<file path="src/rtl/mem_stage_if.sv">
// Data-memory request/acknowledge bus between the memory stage and data memory.
interface mem_stage_if;
    logic        req;
    logic        we;
    logic [31:0] addr;
    logic [3:0]  be;
    logic [31:0] wdata;
    logic        ack;
    logic [31:0] rdata;

    modport master (
        output req, we, addr, be, wdata,
        input  ack, rdata
    );

    modport slave (
        input  req, we, addr, be, wdata,
        output ack, rdata
    );
endinterface

</file>
<file path="src/rtl/mem_stage.sv">
// Memory-access pipeline stage: registers execute results, runs byte/word loads
// and stores over the req/ack data-memory bus, stalls upstream while an access
// is outstanding and presents registered write-back results.
module mem_stage #(
    parameter int ACK_TIMEOUT = 255
) (
    input  logic        clk,
    input  logic        rstn,
    input  logic        i_MEM_dmemWe,
    input  logic        i_MEM_regWe,
    input  logic        i_MEM_sByte,
    input  logic        i_MEM_sWRD,
    input  logic [4:0]  i_MEM_WRA,
    input  logic [31:0] i_MEM_aluOut,
    input  logic [31:0] i_MEM_rd2,
    output logic        o_MEM_stall,
    mem_stage_if.master dmem,
    output logic        o_MEM_regWe,
    output logic [4:0]  o_MEM_WRA,
    output logic [31:0] o_MEM_wbData,
    output logic        o_MEM_err
);

    localparam int CNT_RAW_W = $clog2(ACK_TIMEOUT + 1);
    localparam int CNT_W     = (CNT_RAW_W > 8) ? CNT_RAW_W : 8;
    localparam logic [CNT_W-1:0] CNT_LIMIT = CNT_W'(ACK_TIMEOUT);
    localparam logic [CNT_W-1:0] CNT_MAX   = {CNT_W{1'b1}};
    localparam logic [CNT_W-1:0] CNT_ONE   = CNT_W'(1);
    localparam logic [CNT_W-1:0] CNT_ZERO  = '0;

    typedef enum logic [1:0] {
        ST_IDLE = 2'd0,
        ST_BUSY = 2'd1,
        ST_ERR  = 2'd2
    } state_t;

    typedef struct packed {
        logic        dmem_we;
        logic        reg_we;
        logic        s_byte;
        logic        s_wrd;
        logic [4:0]  wra;
        logic [31:0] alu_out;
        logic [31:0] rd2;
    } stage_t;

    // Byte lane select for stores; word accesses ignore the low address bits.
    function automatic logic [3:0] byte_enable(input logic [1:0] lane, input logic s_byte);
        if (s_byte) begin
            return 4'b0001 << lane;
        end else begin
            return 4'hF;
        end
    endfunction

    // Load data alignment: byte loads are zero-extended from the addressed lane.
    function automatic logic [31:0] load_extract(input logic [31:0] rdata,
                                                 input logic [1:0]  lane,
                                                 input logic        s_byte);
        logic [7:0] byte_v;
        byte_v = rdata[{lane, 3'b000} +: 8];
        if (s_byte) begin
            return {24'h000000, byte_v};
        end else begin
            return rdata;
        end
    endfunction

    state_t           state_r, state_nxt_s;
    logic [CNT_W-1:0] cnt_r, cnt_nxt_s, cnt_inc_s;
    stage_t           stage_r, stage_in_s;
    logic             in_mem_op_s;
    logic             r_load_s;
    logic             busy_s;
    logic             stall_s;
    logic             wb_we_r;
    logic [4:0]       wb_wra_r;
    logic [31:0]      wb_data_r;

    // Gather the execute-stage outputs into one stage-register image.
    always_comb begin
        stage_in_s         = '0;
        stage_in_s.dmem_we = i_MEM_dmemWe;
        stage_in_s.reg_we  = i_MEM_regWe;
        stage_in_s.s_byte  = i_MEM_sByte;
        stage_in_s.s_wrd   = i_MEM_sWRD;
        stage_in_s.wra     = i_MEM_WRA;
        stage_in_s.alu_out = i_MEM_aluOut;
        stage_in_s.rd2     = i_MEM_rd2;
    end

    assign in_mem_op_s = i_MEM_dmemWe | i_MEM_sWRD;
    assign r_load_s    = stage_r.s_wrd & ~stage_r.dmem_we;
    assign busy_s      = (state_r == ST_BUSY);
    assign stall_s     = (busy_s & ~dmem.ack) | (state_r == ST_ERR);
    assign o_MEM_stall = stall_s;
    assign o_MEM_err   = (state_r == ST_ERR);

    // Stage register: advance whenever the stage is not stalling upstream.
    always_ff @(posedge clk or negedge rstn) begin
        if (!rstn) begin
            stage_r <= '0;
        end else if (!stall_s) begin
            stage_r <= stage_in_s;
        end else begin
            stage_r <= stage_r;
        end
    end

    // Next state and timeout counter; a new mem op captured on the ack edge keeps us BUSY.
    always_comb begin
        state_nxt_s = state_r;
        cnt_nxt_s   = cnt_r;
        cnt_inc_s   = (cnt_r != CNT_MAX) ? (cnt_r + CNT_ONE) : cnt_r;
        case (state_r)
            ST_IDLE: begin
                if (in_mem_op_s) begin
                    state_nxt_s = ST_BUSY;
                    cnt_nxt_s   = CNT_ZERO;
                end else begin
                    state_nxt_s = ST_IDLE;
                end
            end
            ST_BUSY: begin
                if (dmem.ack) begin
                    if (in_mem_op_s) begin
                        state_nxt_s = ST_BUSY;
                        cnt_nxt_s   = CNT_ZERO;
                    end else begin
                        state_nxt_s = ST_IDLE;
                    end
                end else if (cnt_inc_s == CNT_LIMIT) begin
                    state_nxt_s = ST_ERR;
                    cnt_nxt_s   = cnt_inc_s;
                end else begin
                    cnt_nxt_s   = cnt_inc_s;
                end
            end
            ST_ERR: begin
                state_nxt_s = ST_ERR;
            end
            default: begin
                state_nxt_s = ST_IDLE;
                cnt_nxt_s   = CNT_ZERO;
            end
        endcase
    end

    // State and counter registers; only reset leaves ERR.
    always_ff @(posedge clk or negedge rstn) begin
        if (!rstn) begin
            state_r <= ST_IDLE;
            cnt_r   <= CNT_ZERO;
        end else begin
            state_r <= state_nxt_s;
            cnt_r   <= cnt_nxt_s;
        end
    end

    // Bus outputs come straight from the stage register and are held quiet when idle.
    always_comb begin
        dmem.req   = 1'b0;
        dmem.we    = 1'b0;
        dmem.addr  = 32'h0000_0000;
        dmem.be    = 4'h0;
        dmem.wdata = 32'h0000_0000;
        if (busy_s) begin
            dmem.req   = 1'b1;
            dmem.we    = stage_r.dmem_we;
            dmem.addr  = {stage_r.alu_out[31:2], 2'b00};
            dmem.be    = byte_enable(stage_r.alu_out[1:0], stage_r.s_byte);
            dmem.wdata = stage_r.s_byte ? {4{stage_r.rd2[7:0]}} : stage_r.rd2;
        end else begin
            dmem.req   = 1'b0;
        end
    end

    // Write-back register: retire non-mem ops from IDLE, mem ops on ack, bubble otherwise.
    always_ff @(posedge clk or negedge rstn) begin
        if (!rstn) begin
            wb_we_r   <= 1'b0;
            wb_wra_r  <= 5'd0;
            wb_data_r <= 32'h0000_0000;
        end else begin
            case (state_r)
                ST_IDLE: begin
                    wb_we_r   <= stage_r.reg_we;
                    wb_wra_r  <= stage_r.wra;
                    wb_data_r <= stage_r.alu_out;
                end
                ST_BUSY: begin
                    if (dmem.ack) begin
                        wb_we_r   <= stage_r.reg_we;
                        wb_wra_r  <= stage_r.wra;
                        wb_data_r <= r_load_s ? load_extract(dmem.rdata, stage_r.alu_out[1:0], stage_r.s_byte)
                                              : stage_r.alu_out;
                    end else begin
                        wb_we_r   <= 1'b0;
                    end
                end
                default: begin
                    wb_we_r   <= 1'b0;
                end
            endcase
        end
    end

    assign o_MEM_regWe  = wb_we_r;
    assign o_MEM_WRA    = wb_wra_r;
    assign o_MEM_wbData = wb_data_r;

endmodule

</file>
<file path="src/flat_wrapper.sv">
// flat-port wrapper written by rule: the top's interface ports become plain ports
module mem_stage_flat 
#(
    parameter int ACK_TIMEOUT = 255
)
  (clk, rstn, i_MEM_dmemWe, i_MEM_regWe, i_MEM_sByte, i_MEM_sWRD, i_MEM_WRA, i_MEM_aluOut, i_MEM_rd2, o_MEM_stall, o_MEM_regWe, o_MEM_WRA, o_MEM_wbData, o_MEM_err, dmem_req, dmem_we, dmem_addr, dmem_be, dmem_wdata, dmem_ack, dmem_rdata);
  mem_stage_if dmem_i ();
  input  logic clk;
  input  logic rstn;
  input  logic i_MEM_dmemWe;
  input  logic i_MEM_regWe;
  input  logic i_MEM_sByte;
  input  logic i_MEM_sWRD;
  input  logic [4:0] i_MEM_WRA;
  input  logic [31:0] i_MEM_aluOut;
  input  logic [31:0] i_MEM_rd2;
  output logic o_MEM_stall;
  output logic o_MEM_regWe;
  output logic [4:0] o_MEM_WRA;
  output logic [31:0] o_MEM_wbData;
  output logic o_MEM_err;
  output wire logic [$bits(dmem_i.req)-1:0] dmem_req;
  output wire logic [$bits(dmem_i.we)-1:0] dmem_we;
  output wire logic [$bits(dmem_i.addr)-1:0] dmem_addr;
  output wire logic [$bits(dmem_i.be)-1:0] dmem_be;
  output wire logic [$bits(dmem_i.wdata)-1:0] dmem_wdata;
  input wire logic [$bits(dmem_i.ack)-1:0] dmem_ack;
  input wire logic [$bits(dmem_i.rdata)-1:0] dmem_rdata;
  assign dmem_req = dmem_i.req;
  assign dmem_we = dmem_i.we;
  assign dmem_addr = dmem_i.addr;
  assign dmem_be = dmem_i.be;
  assign dmem_wdata = dmem_i.wdata;
  assign dmem_i.ack = dmem_ack;
  assign dmem_i.rdata = dmem_rdata;
  mem_stage #(.ACK_TIMEOUT(ACK_TIMEOUT)) u_core (.clk(clk), .rstn(rstn), .i_MEM_dmemWe(i_MEM_dmemWe), .i_MEM_regWe(i_MEM_regWe), .i_MEM_sByte(i_MEM_sByte), .i_MEM_sWRD(i_MEM_sWRD), .i_MEM_WRA(i_MEM_WRA), .i_MEM_aluOut(i_MEM_aluOut), .i_MEM_rd2(i_MEM_rd2), .o_MEM_stall(o_MEM_stall), .dmem(dmem_i), .o_MEM_regWe(o_MEM_regWe), .o_MEM_WRA(o_MEM_WRA), .o_MEM_wbData(o_MEM_wbData), .o_MEM_err(o_MEM_err));
endmodule
</file>
<file path="config.mk">
export PLATFORM = sky130hd
export DESIGN_NAME = mem_stage_flat
export DESIGN_NICKNAME = d
export VERILOG_FILES = /design/src/rtl/mem_stage_if.sv /design/src/rtl/mem_stage.sv /design/src/flat_wrapper.sv
export SDC_FILE = /design/constraint.sdc
export NUM_CORES = 1
export LEC_CHECK = 0
export ABC_AREA = 0
export BUFFER_PORTS_ARGS = -buffer_cell sky130_fd_sc_hd__buf_2
export CAP_MARGIN = 30
export CELL_PAD_IN_SITES_DETAIL_PLACEMENT = 1
export CELL_PAD_IN_SITES_GLOBAL_PLACEMENT = 1
export CORE_MARGIN = 1
export CORE_UTILIZATION = 34
export DETAILED_ROUTE_END_ITERATION = 16
export PLACE_DENSITY = 0.78
export SLEW_MARGIN = 20
export SYNTH_ARGS = -nofsm -noshare
export SYNTH_HDL_FRONTEND = slang
export SYNTH_SLANG_ARGS = --single-unit
export TNS_END_PERCENT = 5
</file>
<file path="constraint.sdc">
create_clock -name clk -period 1.9 [get_ports clk]
set_clock_uncertainty 0.15 [all_clocks]
set_input_delay 0.095 -clock clk [delete_from_list [all_inputs] [get_ports clk]]
set_output_delay 0.095 -clock clk [all_outputs]
set_load 0.01 [all_outputs]
</file>
== After elaboration in Yosys (flattened, before gate mapping) ==
Cells that the tools add are included.
Cells by class
  $add $sub $neg: 1
  equality and inequality tests: 6
  shift operators: 2
  multiplexer cells: 23
  bitwise logic cells: 6
  reductions and logical operators: 3
Operators by type and width (number)
  $mux W32: 6
  $pmux W32 S2: 1
  $shiftx A32 B6 Y8: 1
  $mux W8: 3
  $pmux W8 S3: 1
  $pmux W5 S2: 1
  $add A8 B1 Y8 const B: 1
  $eq A8 B8 Y1 const B: 1
  $mux W4: 2
  $ne A8 B8 Y1 const B: 1
  $pmux W2 S3: 1
  $mux W5: 1
  $mux W1: 4
  $mux W2: 2
  $shl A1 B2 Y4 const A: 1
  $ne A3 B3 Y1 const B: 1
  $and A1 B1 Y1: 2
  $eq A2 B1 Y1 const B: 1
  $eq A2 B2 Y1 const B: 1
  $logic_not A2 Y1: 1
  $ne A2 B2 Y1 const B: 1
  $not A1 Y1: 2
  $or A1 B1 Y1: 2
  $pmux W1 S2: 1
  other kinds (2): 2
Word-level totals
  bits in registers: 121
  input bits: 108
  output and inout port bits: 110

== Depth between registers and ports, before layout ==
Gate-level depths: netlist of run 1.
  word-level depth: 6
  mapped depth: 6
  mapped depth without buffers: 5

== Worst setup path after synthesis of run 1 ==
No wires, ideal clock.
  path type: reg2reg
  start point: reg u_core.cnt_r[0]
  end point: reg u_core.state_r[0]
  data arrival time: 1515 ps
  required time: 1620 ps
  slack: 104 ps
  stages on the path, launching flop included: 6
  buffers on the path: 0
  path through: dfrtp_1 > ha_1 > and2_1 > a2111oi_0 > a31o_2 > o211ai_1
On the way
  longest elaborated chain between the ends: 4
Ends and longest elaborated chain
  from (decl): line mem_stage.sv:70  | logic [CNT_W-1:0] cnt_r, cnt_nxt_s, cnt_inc_s;
  from (signal assigned): line mem_stage.sv:156  | cnt_r <= cnt_nxt_s;
  $add A8 B1 Y8 / $ne A8 B8 Y1 (equally long branches): line mem_stage.sv:114  | cnt_inc_s = (cnt_r != CNT_MAX) ? (cnt_r + CNT_ONE) : cnt_r;
  $mux W8 (*): line mem_stage.sv:114
  $eq A8 B8 Y1 (*): line mem_stage.sv:132  | end else if (cnt_inc_s == CNT_LIMIT) begin
  $ne A3 B3 Y1 (no line) (*)
  to (signal assigned): line mem_stage.sv:155  | state_r <= state_nxt_s;
  to (decl): line mem_stage.sv:69  | state_t state_r, state_nxt_s;
Every way passes the cells marked *; elsewhere a longest branch is shown, timed or not.
A chain may end at the register's enable or synchronous reset.

== Worst setup path after layout of run 1 ==
  start point: reg u_core.state_r[1]
  end point: out dmem_addr[26]
On the way
  longest elaborated chain between the ends: 2
Ends and longest elaborated chain
  $eq A2 B1 Y1: line mem_stage.sv:94  | assign busy_s = (state_r == ST_BUSY);
  $mux W32: line mem_stage.sv:167  | if (busy_s) begin
  to (decl): line flat_wrapper.sv:24  | output wire logic [$bits(dmem_i.addr)-1:0] dmem_addr;
Every way passes these cells.

==> impl_metrics.yaml, run 1 <==
run_status:
  run_status: "finished, final reports clean"
floorplanning:
  core_um2: 17300
  fp-row-count: 48
  die_y_um: 135.1
  die_w_um: 135.1
  die_area_um2: 18240
  start_util_pct: 34.80
  ios: 218
clock_network:
  cts_buffer_depth: 2
  cts_tree: "built"
  cts_root_buf: "clkbuf_16"
  cts_made_buffers: 17
  htreeDepth: 4
  clock-sinks: 121
  cts.reportedPaths.clkPinSlew_ns: 0.05
  clk_latency_ns: 0.42
timing:
  worst_slew_pin_slew_ns: 0.7522
  hold_ws_ns: 0.05194
  hold_violations: 0
  setup_viol: 0
  slew_viol_final: 0
  min_period_ns: 1.850
  fin_crit_sh_pct: 97.37
  maxSlewHeadroom_pct: 49.85
  rsz0062_at_grt: "true"
  max_freq_ghz: 0.5405
hold_path:
  hp-start: "dmem_ack"
  min_path_cells: 4
  min_to: "u_core.state_r[0]"
  hold_path.class: "input port to register"
finish:
  drive_gt1_share_pct: 41.56
  antenna_cells: 0
  final_area_um2: 9397
  layout_common_cells: "213 x buf_2, 120 x dfrtp_1, 106 x dlygate4sd3_1"
  fill_cells: 1925
  nNetsFinal: 1022
  final_common_cell: "buf_2"
  synthToLayoutAreaGrowth_pct: 56.10
place:
  place_area_um2: 7488
  place_congestion: 0.8453
  hpwl_um: 14080
  portBuffers: 215
critical_path:
  r2r-start: "u_core.state_r[1]"
  path_buf_inv: 3
  crit_slowest_cell: "dfrtp_1"
  required_ns: 1.65
  startpoint_type: "register"
  crit_path_max_incr_delay_ns: 0.40
  crit_path_cell_trace: "nand2b_4, inv_8, buf_12, and2_1, buf_2"
  critPathKind: "register to output port"
  worst_setup_path_end_kind: "output port"
  cp.arrival_ns: 1.61
  reg2regPathDepth: 6
  cp_top_family: "buffers and inverters"
  rrSetupSlack_ns: 0.07
  r2r-end: "u_core.stage_r[34]"
  crit_fanout: 11
  path_depth: 5
detailed_routing:
  wire_per_inst_um: 21.28
  initialDrtViolationCount: 346
  met1_length_um: 9769
  drt-total-wl_um: 24450
  drc: 0
  top_layer: "met4"
  first_pass_iters: 4
  routed-wl-met2_um: 12430
  ant_nets: 0
  route.vias.total: 6045
  vias_per_cell: 5.261
  met3_length_um: 1303
synthesis:
  synth_cells: 571
  ys_types: 39
  ys_ff_latch: 121
  syn_avg_cell_area_um2: 10.54
  synth-edff-count: 0
  yosysSeqAreaShare_pct: 50.30
  async_reset_ff_share_pct: 100.0
  ys.warnings.count: 0
  synth_area_um2: 6020
  ys.flop_type: "dfrtp_1"
run:
  drv_cap: 0
global_route:
  grt_pass1_wl_um: 35940
  antenna_found_initial: 0
  grt-ovfl-total: 0
  grt_use_total_pct: 26.34
  grt_pass1_vias: 6412
  grt_max_degree: 122
power:
  power_uw: 10010
  peakVddDrop_mv: 0.7096
  power_density_nw_per_um2: 1065
  pwr-share-comb_pct: 33.6
  leakage_uw: 0.004366
  switching_power_uw: 3304
  clockPowerShare_pct: 32.2
  sequentialPowerShare_pct: 34.2
  intPower_uw: 6703
  p_sw_share_pct: 33.02
## worst min-delay path, cell delays in order
cell,delay [ns]
buf_2,0.17
nor2b_1,0.11
nand2_1,0.10
o211ai_1,0.10
## sequential cells by signal, indices dropped and copies added, names as in the netlist
signal / flops
u_core.cnt_r: 8
u_core.o_MEM_WRA: 5
u_core.o_MEM_regWe: 1
u_core.o_MEM_wbData: 32
u_core.stage_r: 73
u_core.state_r: 2
## how the worst max path moves through the flow
stage / startpoint / end
after floorplan: u_core.cnt_r[0] / u_core.state_r[0]
after global placement: u_core.cnt_r[0] / u_core.state_r[0]
after detailed placement: u_core.cnt_r[0] / u_core.state_r[0]
after CTS: u_core.stage_r[70] / dmem_wdata[14]
after global routing: u_core.state_r[1] / u_core.o_MEM_wbData[26]
final: u_core.state_r[1] / dmem_addr[26]
## power by group through the flow
stage	Combinational, µW	Clock (µW)	Sequential (µW)
2_1_floorplan	1510	0	3460
3_3_place_gp	2750	0	3410
3_5_place_dp	2810	0	3440
4_1_cts	3110	3270	3400
5_1_grt	3590	3400	3470
6_report	3360	3230	3420
## cell families (layout without fill, tap and decap cells)
group                      Yosys count  count (layout)  share of synthesized area, %
AOI/OAI and AO/OA                  111             111                         11.39
and+or+nand+nor                    205             205                         18.27
buffers and inverters               49             401                         4.282
muxes                               83              83                         15.49
DFF                                121             121                         50.30
other                                1               2                       0.06230
adders and majority gates            1               1                        0.2078
## cell usage after synthesis (2+ instances only)
master | number | area share [%]
a21oi_1 | 37 | 3.1
a221oi_1 | 8 | 1.2
a22o_1 | 9 | 1.3
a31o_2 | 3 | 0.44
a31oi_1 | 26 | 2.7
and2_1 | 42 | 4.4
and3_1 | 3 | 0.31
buf_2 | 5 | 0.42
buf_4 | 6 | 0.75
buf_6 | 6 | 1.1
clkbuf_1 | 24 | 1.5
dfrtp_1 | 121 | 50
inv_1 | 7 | 0.44
mux2_2 | 81 | 15
mux2i_1 | 2 | 0.33
nand2_1 | 64 | 4.0
nand2b_1 | 28 | 2.9
nand3_1 | 4 | 0.33
nand3b_1 | 25 | 3.1
nand4_1 | 2 | 0.21
nor2_1 | 29 | 1.8
nor2b_1 | 2 | 0.21
o211ai_1 | 2 | 0.25
o21ai_0 | 19 | 1.6
or2_2 | 2 | 0.21
## timing repair
item	in CTS	in global routing
gates resized for setup	8	8
pin swaps	1	1
hold buffers	106	0
setup buffers	3	3
cloned	2	4
setup endpoints to repair	54	79
hold endpoints to repair	227	0
## final cells by class
cell class              count  area, µm²  area share (%)
flip-flops and latches    121       3029           32.24
multi-input cells         402       2769           29.47
repair buffers            364       2704           28.77
clock buffers              22      484.2           5.153
well taps                 225      281.5           2.996
clock inverters             8      95.09           1.012
inverters                   7      33.78          0.3595
## metal layers
layer,up-vias,track usage [%]
met3,68,5.668
met1,3059,30.31
met2,231,46.53
met4,0,12.23
met5,-,0
li1,2687,-
## stage by stage
step                      std cells  utilization [%]  setup TNS [ns]  setup WS [ns]
after detailed placement       1001            43.29               0        0.05423
after global routing           1149            54.33        -0.02995       -0.02421
after floorplan                 572                -               0         0.1042
after CTS                      1142            53.46               0        0.02056
final                          1149            54.33               0        0.04991
after global placement         1001            43.29               0         0.1271
(Power assumes the default switching activity.)
==> run 2: changes to the inputs <==
- CORE_UTILIZATION: 34 -> 40
- PLACE_DENSITY: 0.78 -> 0.86
- REMOVE_ABC_BUFFERS: unset -> 1
- clock period: 1.9 -> 2.4 ns (I/O delays scaled with it)
==> impl_metrics.yaml, run 2 (same netlist as run 1, synthesis figures left out) <==
clock_network:
  htreeDepth: 4
  clock-sinks: 121
  postCtsSetupBuffers: 0
  cts_made_buffers: 17
  cts_tree: "built"
  cts.reportedPaths.clkPinSlew_ns: 0.05
  cts_root_buf: "clkbuf_16"
  clk_latency_ns: 0.42
  cts_buffer_depth: 2
timing:
  worst_slew_pin_slew_ns: 0.6225
  setup_viol: 0
  max_freq_ghz: 0.4467
  hold_violations: 0
  rsz0062_at_grt: "false"
  min_period_ns: 2.239
  slew_viol_final: 0
  maxSlewHeadroom_pct: 58.50
  fin_crit_sh_pct: 93.29
power:
  p_sw_share_pct: 32.24
  clockPowerShare_pct: 34.6
  pwr-share-comb_pct: 30.0
  intPower_uw: 5285
  leakage_uw: 0.004160
  power_density_nw_per_um2: 870.1
  switching_power_uw: 2515
  sequentialPowerShare_pct: 35.4
  power_uw: 7800
  peakVddDrop_mv: 0.5363
floorplanning:
  die_w_um: 124.7
  die_y_um: 124.7
  ios: 218
  core_um2: 14590
  fp-row-count: 44
  die_area_um2: 15540
  start_util_pct: 41.26
critical_path:
  path_buf_inv: 3
  required_ns: 2.13
  worst_setup_path_end_kind: "output port"
  cp_top_family: "buffers and inverters"
  startpoint_type: "register"
  r2r-start: "u_core.cnt_r[0]"
  crit_fanout: 41
  crit_path_max_incr_delay_ns: 0.43
  critPathKind: "register to output port"
  crit_start: "u_core.state_r[1]"
  crit_path_cell_trace: "nand2b_4, inv_1, buf_4, and2_1, buf_2"
  crit_slowest_cell: "dfrtp_1"
  cp.arrival_ns: 1.97
finish:
  synthToLayoutAreaGrowth_pct: 48.93
  final_common_cell: "buf_2"
  drive_gt1_share_pct: 39.04
  regMostFlops: "u_core.stage_r"
  final_area_um2: 8965
  layout_common_cells: "214 x buf_2, 120 x dfrtp_1, 107 x dlygate4sd3_1"
  largest_reg_flops: 73
  nNetsFinal: 995
detailed_routing:
  wire_per_inst_um: 21.38
  route.vias.total: 5891
  first_pass_iters: 4
  drc: 0
  initialDrtViolationCount: 340
  drt-total-wl_um: 23240
  vias_per_cell: 5.420
  ant_nets: 0
place:
  hpwl_um: 13440
  place_area_um2: 7267
  portBuffers: 215
  place_congestion: 0.8129
run:
  drv_cap: 0
global_route:
  grt_pass1_vias: 6723
  grt-ovfl-total: 0
  antenna_found_initial: 3
  grt_max_degree: 54
  grt_pass1_wl_um: 36920
  grt_use_total_pct: 31.02
run_status:
  run_status: "finished, final reports clean"
hold_path:
  hold_path.class: "input port to asynchronous set/reset pin"
==> run 2: cell types whose count changed in the layout (fill, tap and decap cells not counted), sizes merged <==
cell         before  now
buf             253  230
bufbuf            1    0
bufinv            2    4
clkbuf           26   23
clkinv            4    5
clkinvlp          2    0
diode             0    4
dlygate4sd3     106  107
==> run 2: per-stage QoR <==
| stage | util (%) | hold WS [ns] | setup slack, ns | setup TNS [ns] | std cells |
|---|---|---|---|---|---|
| 6_report | 61.45 | 0.1049 | 0.1611 | 0 | 1087 |
| 5_1_grt | 61.43 | 0.1751 | 0.05126 | 0 | 1086 |
| 4_1_cts | 61.36 | 0.1284 | 0.07325 | 0 | 1083 |
| 3_5_place_dp | 49.81 | 0.03557 | 0.3607 | 0 | 944 |
| 3_3_place_gp | 49.81 | 0.02837 | 0.5029 | 0 | 944 |
| 2_1_floorplan | - | -0.3256 | -2.213 | -184.74 | 530 |
==> run 2: layout make-up <==
cell class | instances | area [µm²]
fill | 1593 | 5624
inverter | 7 | 26.28
tap | 184 | 230.2
clock buffer | 23 | 467.9
sequential | 121 | 3029
timing repair buffer | 337 | 2300
antenna | 4 | 10.01
multi-input combinational | 402 | 2756
clock inverter | 9 | 145.1
==> run 2: power groups by stage <==
stage	Sequential, µW	Clock [µW]	Combinational [µW]
floorplan	2770	0	1100
global placement	2720	0	2030
detailed placement	2760	0	2120
CTS	2730	2740	2280
global route	2800	2800	2520
finish	2760	2700	2340
==> run 2: final timing paths <==
check | endpoint | slack, ns | cells after the start
min in group clk | u_core.stage_r[20] | 0.31 | 3
max in group asynchronous | u_core.o_MEM_wbData[14] | 1.20 | 3
hold / removal | u_core.stage_r[4] | 0.10 | 2
setup / recovery | dmem_addr[23] | 0.16 | 5
hold reg to reg | u_core.o_MEM_wbData[4] | 0.33 | 2
setup reg to reg | u_core.state_r[1] | 0.38 | 5
==> run 2: timing repair <==
| action | in CTS | in global routing |
|---|---|---|
| setup endpoints to repair | 0 | 1 |
| endpoints found under the hold margin | 154 | 0 |
| hold buffers | 107 | 0 |
| gates resized for setup | 0 | 1 |
==> run 2: layer usage <==
layer	GRT usage, %	part of all wire [%]
met1	32.99	37
met2	56.45	54
met3	7.045	5.1
met4	16.87	3.4
met5	0	0
==> run 2: worst reg2reg max path, stage by stage (launching register included) <==
cell,delay [ns]
dfrtp_1,0.44
ha_1,0.28
and2_1,0.20
a2111oi_0,0.50
and3_1,0.25
a31o_2,0.14
